==> src/rtl/sr_ff_driver.sv <==
// Sequencer for a bank of external SR flip-flops: turns target words into
// per-bit set/reset pulses from a shadow copy and verifies q/q_bar afterwards.
module sr_ff_driver #(
  parameter int WIDTH = 4,
  parameter int CNT_W = 8
) (
  input  logic             clk,
  input  logic             rst_n,
  input  logic             tgt_valid,
  output logic             tgt_ready,
  input  logic [WIDTH-1:0] tgt_data,
  output logic [WIDTH-1:0] s_out,
  output logic [WIDTH-1:0] r_out,
  input  logic [WIDTH-1:0] q_fb,
  input  logic [WIDTH-1:0] q_fb_bar,
  output logic             done,
  output logic             err,
  input  logic             err_clr,
  output logic [CNT_W-1:0] err_count,
  output logic             busy
);

  typedef enum logic [2:0] {
    INIT,
    INIT_CHK,
    IDLE,
    DRIVE,
    CHECK
  } state_t;

  state_t           state, state_d;
  logic [WIDTH-1:0] shadow, shadow_d;
  logic [WIDTH-1:0] target, target_d;
  logic [WIDTH-1:0] s_d, r_d;
  logic [WIDTH-1:0] exp_q;
  logic [CNT_W-1:0] count_d;
  logic             done_d, err_d;
  logic             chk, mismatch;

  assign tgt_ready = (state == IDLE);
  assign busy      = (state != IDLE);

  // Excitation is only ever non-zero for one cycle (INIT or DRIVE), and the
  // set/reset terms come from disjoint masks, so s&r can never both be high.
  always_comb begin
    state_d  = state;
    s_d      = '0;
    r_d      = '0;
    shadow_d = shadow;
    target_d = target;
    done_d   = 1'b0;
    chk      = 1'b0;
    exp_q    = '0;

    case (state)
      INIT: begin
        state_d = INIT_CHK;
      end
      INIT_CHK: begin
        chk      = 1'b1;
        exp_q    = '0;
        shadow_d = q_fb;
        state_d  = IDLE;
      end
      IDLE: begin
        if (tgt_valid && tgt_ready) begin
          target_d = tgt_data;
          s_d      = tgt_data & ~shadow;
          r_d      = ~tgt_data & shadow;
          state_d  = DRIVE;
        end
      end
      DRIVE: begin
        state_d = CHECK;
      end
      CHECK: begin
        chk      = 1'b1;
        exp_q    = target;
        shadow_d = q_fb;
        done_d   = 1'b1;
        state_d  = IDLE;
      end
      default: begin
        r_d     = '1;
        state_d = INIT;
      end
    endcase

    mismatch = chk && ((q_fb != exp_q) || (q_fb_bar != ~exp_q));

    // A mismatch on the same edge as err_clr restarts the count at one.
    err_d   = err;
    count_d = err_count;
    if (mismatch) begin
      err_d   = 1'b1;
      if (err_clr) begin
        count_d = CNT_W'(1);
      end else if (&err_count) begin
        count_d = err_count;
      end else begin
        count_d = err_count + CNT_W'(1);
      end
    end else if (err_clr) begin
      err_d   = 1'b0;
      count_d = '0;
    end
  end

  always_ff @(posedge clk or negedge rst_n) begin
    if (!rst_n) begin
      state     <= INIT;
      s_out     <= '0;
      r_out     <= '1;
      shadow    <= '0;
      target    <= '0;
      done      <= 1'b0;
      err       <= 1'b0;
      err_count <= '0;
    end else begin
      state     <= state_d;
      s_out     <= s_d;
      r_out     <= r_d;
      shadow    <= shadow_d;
      target    <= target_d;
      done      <= done_d;
      err       <= err_d;
      err_count <= count_d;
    end
  end

endmodule
==> config.mk <==
export PLATFORM = sky130hd
export DESIGN_NAME = sr_ff_driver
export DESIGN_NICKNAME = d
export VERILOG_FILES = /design/src/rtl/sr_ff_driver.sv
export SDC_FILE = /design/constraint.sdc
export NUM_CORES = 1
export LEC_CHECK = 0
export ABC_AREA = 0
export BUFFER_PORTS_ARGS = -buffer_cell sky130_fd_sc_hd__buf_2
export CAP_MARGIN = 20
export CELL_PAD_IN_SITES_DETAIL_PLACEMENT = 0
export CELL_PAD_IN_SITES_GLOBAL_PLACEMENT = 1
export CORE_MARGIN = 2
export CORE_UTILIZATION = 43
export DETAILED_ROUTE_END_ITERATION = 10
export PLACE_DENSITY_LB_ADDON = 0.1
export SLEW_MARGIN = 10
export SYNTH_ARGS = -nofsm -noshare
export SYNTH_HDL_FRONTEND = slang
export SYNTH_SLANG_ARGS = --single-unit
export TNS_END_PERCENT = 5
==> constraint.sdc <==
create_clock -name clk -period 5.75 [get_ports clk]
set_clock_uncertainty 0.05 [all_clocks]
set_input_delay 0.2875 -clock clk [delete_from_list [all_inputs] [get_ports clk]]
set_output_delay 0.2875 -clock clk [all_outputs]
set_load 0.1 [all_outputs]
==> key figures <==
STA
  • Final worst path period share: 0.377
  • Setup TNS: 0 ns
  • Worst-Margin Slew: 0.866 ns
  • Minimum clock period: 2.17 ns
  • Slew Limit Fails: 0
  • Final Hold Fails: 0
  • Final setup fails: 0
  • Unrepaired setup endpoints after global routing: false
  • Slew headroom: 0.418
  • Max Freq: 0.461 GHz

Power and ir drop
  • P per Cell Area: 543 mW/mm^2
  • Leakage power: 0.000827 uW
  • Clock group share of total power: 0.125
  • Pwr Total: 928 uW
  • Gate power share: 0.517
  • Sequential Power Share: 0.358
  • Sw Ratio: 0.530
  • Net Sw Power: 492 uW
  • Max VDD drop: 0.271 mV
  • Internal power: 436 uW

Final layout
  • Final nets: 191
  • Fillers: 334
  • Share of cells above drive strength 1: 0.377
  • Layout area overhead: 17.5%
  • Ant. Diodes: 0
  • Footprint of the multi-input gates: 647 um^2
  • Design Area, Final: 0.00171 mm^2
  • FF/Latch Area: 731 um^2

Routing
  • WL final: 2.89 mm
  • Vias: 1,113
  • Drt initial violations: 42
  • DRT antenna net count: 0
  • DRC: 0
  • TritonRoute pass-1 iters: 4
  • WL/cell: 13.1 um
  • Vias per cell: 5.04

Place
  • RePlAce Congestion: 0.714
  • I/O Buffers: 35
  • Post-DP HPWL: 2.10 mm
  • Placed cell area: 0.00165 mm^2

Global routing
  • Grt ovf: 0
  • Largest net degree at the start of global routing: 30
  • Global-route wire length before repair: 5.18 mm
  • Initial antenna violation count: 0
  • All-Layer GR Usage: 0.172
  • Vias in the first global route: 1,142

Synthesis
  • Mapped Avg Cell Area: 10.7 um^2
  • Yosys top cell area share: 0.430
  • Yosys cell types: 37
  • Yosys reg bits: 29
  • Gate Count Post-Synth: 136
  • Synth Warn #: 0
  • Ranking of synthesized cells by area: dfrtp_1 (43%), dfstp_2 (7.2%), and2b_2 (3.6%)
  • Fraction of registers with async set/reset: 1.00
  • Sequential cell area fraction in the yosys report: 0.502
  • Most frequent cell after synthesis: dfrtp_1
  • Mapped cell area: 0.00146 mm^2
  • Post-synth EDFFs: 0
  • Dominant cell type by area after synthesis: dfrtp_1
  • Post-Syn Nets: 153
  • Most frequent cells after synthesis: dfrtp_1 (25), nor2_1 (11), inv_1 (10), nand2_1 (9)
  • Post-synth top flop: dfrtp_1

Floorplan
  • Core area: 0.00328 mm^2
  • I/O Pins: 36
  • Initial Util: 0.443
  • Die height: 62.2 um
  • Width of the chip: 62.2 um
  • Row Count: 21
  • Die footprint: 0.00387 mm^2

Critical path
  • Endpoint class of the critical path: flip-flop
  • Worst EP required: 5.91 ns
  • R2R setup slack: 3.58 ns
  • Critical-path cell list: and4bb_1 > mux2i_1 > o41ai_4 > nor2_1 > mux2i_1
  • Crit Reg-Reg Endpoint: err_count[1]
  • Startpoint types: flip-flop
  • Max incr delay on CP: 0.74 ns
  • Data arrival time of the critical path: 2.33 ns
  • Crit path max fanout: 15
  • Most used cell, CP: mux2i_1
  • Reg-to-reg startpoint: state[1]
  • Worst Setup EP: err_count[1]
  • Worst Setup SP: state[1]
  • WS Path Type: reg2reg
  • Register-to-Register Path Depth: 5
  • Cell at the slowest stage of the critical path: o41ai_4

Clock network
  • Sink Count: 29
  • Root Driver: clkbuf_4
  • Post-cts sizing count: 0
  • TritonCTS clock tree: yes
  • H-tree levels: 2
  • CTS max path bufs: 2
  • Clk slew on worst S/H paths: 0.09 ns
  • Clock Latency Late Sink: 0.32 ns
  • Cts bufs inserted: 5

Status
  • Outcome: finished clean

Run
  • Max-Cap Viols: 0

Worst hold path
  • Worst Hold Class: in2reg
-- worst max-delay path, delay by kind of cell (launching register included) --
kind,cells,cell delay (ns)
AO/OA/AOI/OAI,1,0.74
flip-flops,1,0.50
multiplexers,2,0.27
AND/OR/NAND/NOR,2,0.49
-- power groups by stage --
stage / Sequential [uW] / Clock [uW] / Combinational, uW
3_3_place_gp: 335 / 0 / 478
4_1_cts: 333 / 121 / 482
2_1_floorplan: 509 / 0 / 243
5_1_grt: 347 / 135 / 509
6_report: 332 / 116 / 479
3_5_place_dp: 336 / 0 / 481
-- layout make-up --
type / instances / area share
well taps: 46 / 0.0337
clock inverters: 2 / 0.00586
inverters: 10 / 0.0220
flip-flops and latches: 29 / 0.428
repair buffers: 36 / 0.108
clock buffers: 6 / 0.0242
multi-input cells: 92 / 0.378
-- worst min-delay path by stage --
stage                 start           end  slack, ns  depth (start not counted)
detailed placement    rst_n  err_count[5]       0.30                          1
CTS                 q_fb[1]     shadow[1]       0.15                          2
global placement      rst_n  err_count[7]       0.30                          1
global route        q_fb[1]     shadow[1]       0.14                          2
finish              q_fb[1]     shadow[1]       0.16                          2
floorplan             rst_n          done      -0.06                          0
-- state kept, by name, summed over array words and instances (netlist names) --
register   flops
err            1
done           1
r_out          4
s_out          4
shadow         4
state          3
target         4
err_count      8
-- per-layer routing --
layer / vias up / share of wire / GRT usage
li1: 555 / - / -
met1: 530 / 0.50 / 0.239
met2: 23 / 0.44 / 0.247
met3: 5 / 0.044 / 0.0652
met4: 0 / 0.018 / 0.0583
met5: - / 0 / 0
-- cell families (layout without fill, tap and decap cells) --
group	after synthesis	after routing	synth area share
AO/OA/AOI/OAI	25	25	0.132
adder cells (fa/ha/maj)	1	1	0.00860
multiplexers	9	9	0.0679
buffers and inverters	15	54	0.0533
AND/OR/NAND/NOR	57	57	0.236
flip-flops	29	29	0.502
-- cell usage in the layout (no fill, tap or decap), drive strengths merged, types with 5 or more instances in the layout --
| master | count |
|---|---|
| nor2 | 11 |
| dfrtp | 25 |
| nand2 | 9 |
| nor3 | 5 |
| inv | 10 |
| buf | 35 |
| mux2i | 5 |
| clkbuf | 6 |
| o21ai | 7 |
| and2b | 8 |
| nand2b | 5 |
| a21oi | 5 |
-- stage by stage --
| stage | utilization | instances | hold WS (ns) | setup slack, ns |
|---|---|---|---|---|
| floorplan | - | 136 | -0.0581 | 2.96 |
| global placement | 0.502 | 212 | 0.301 | 3.62 |
| detailed placement | 0.502 | 212 | 0.303 | 3.59 |
| CTS | 0.520 | 221 | 0.147 | 3.56 |
| global route | 0.520 | 221 | 0.138 | 3.41 |
| finish | 0.520 | 221 | 0.165 | 3.58 |
-- repair_timing --
action | 4_1_cts | 5_1_grt
hold endpoints to repair | 25 | 0
hold buffers | 1 | 0
setup buffers | 0 | 0
No activity file was read; power rests on OpenSTA's default activity.
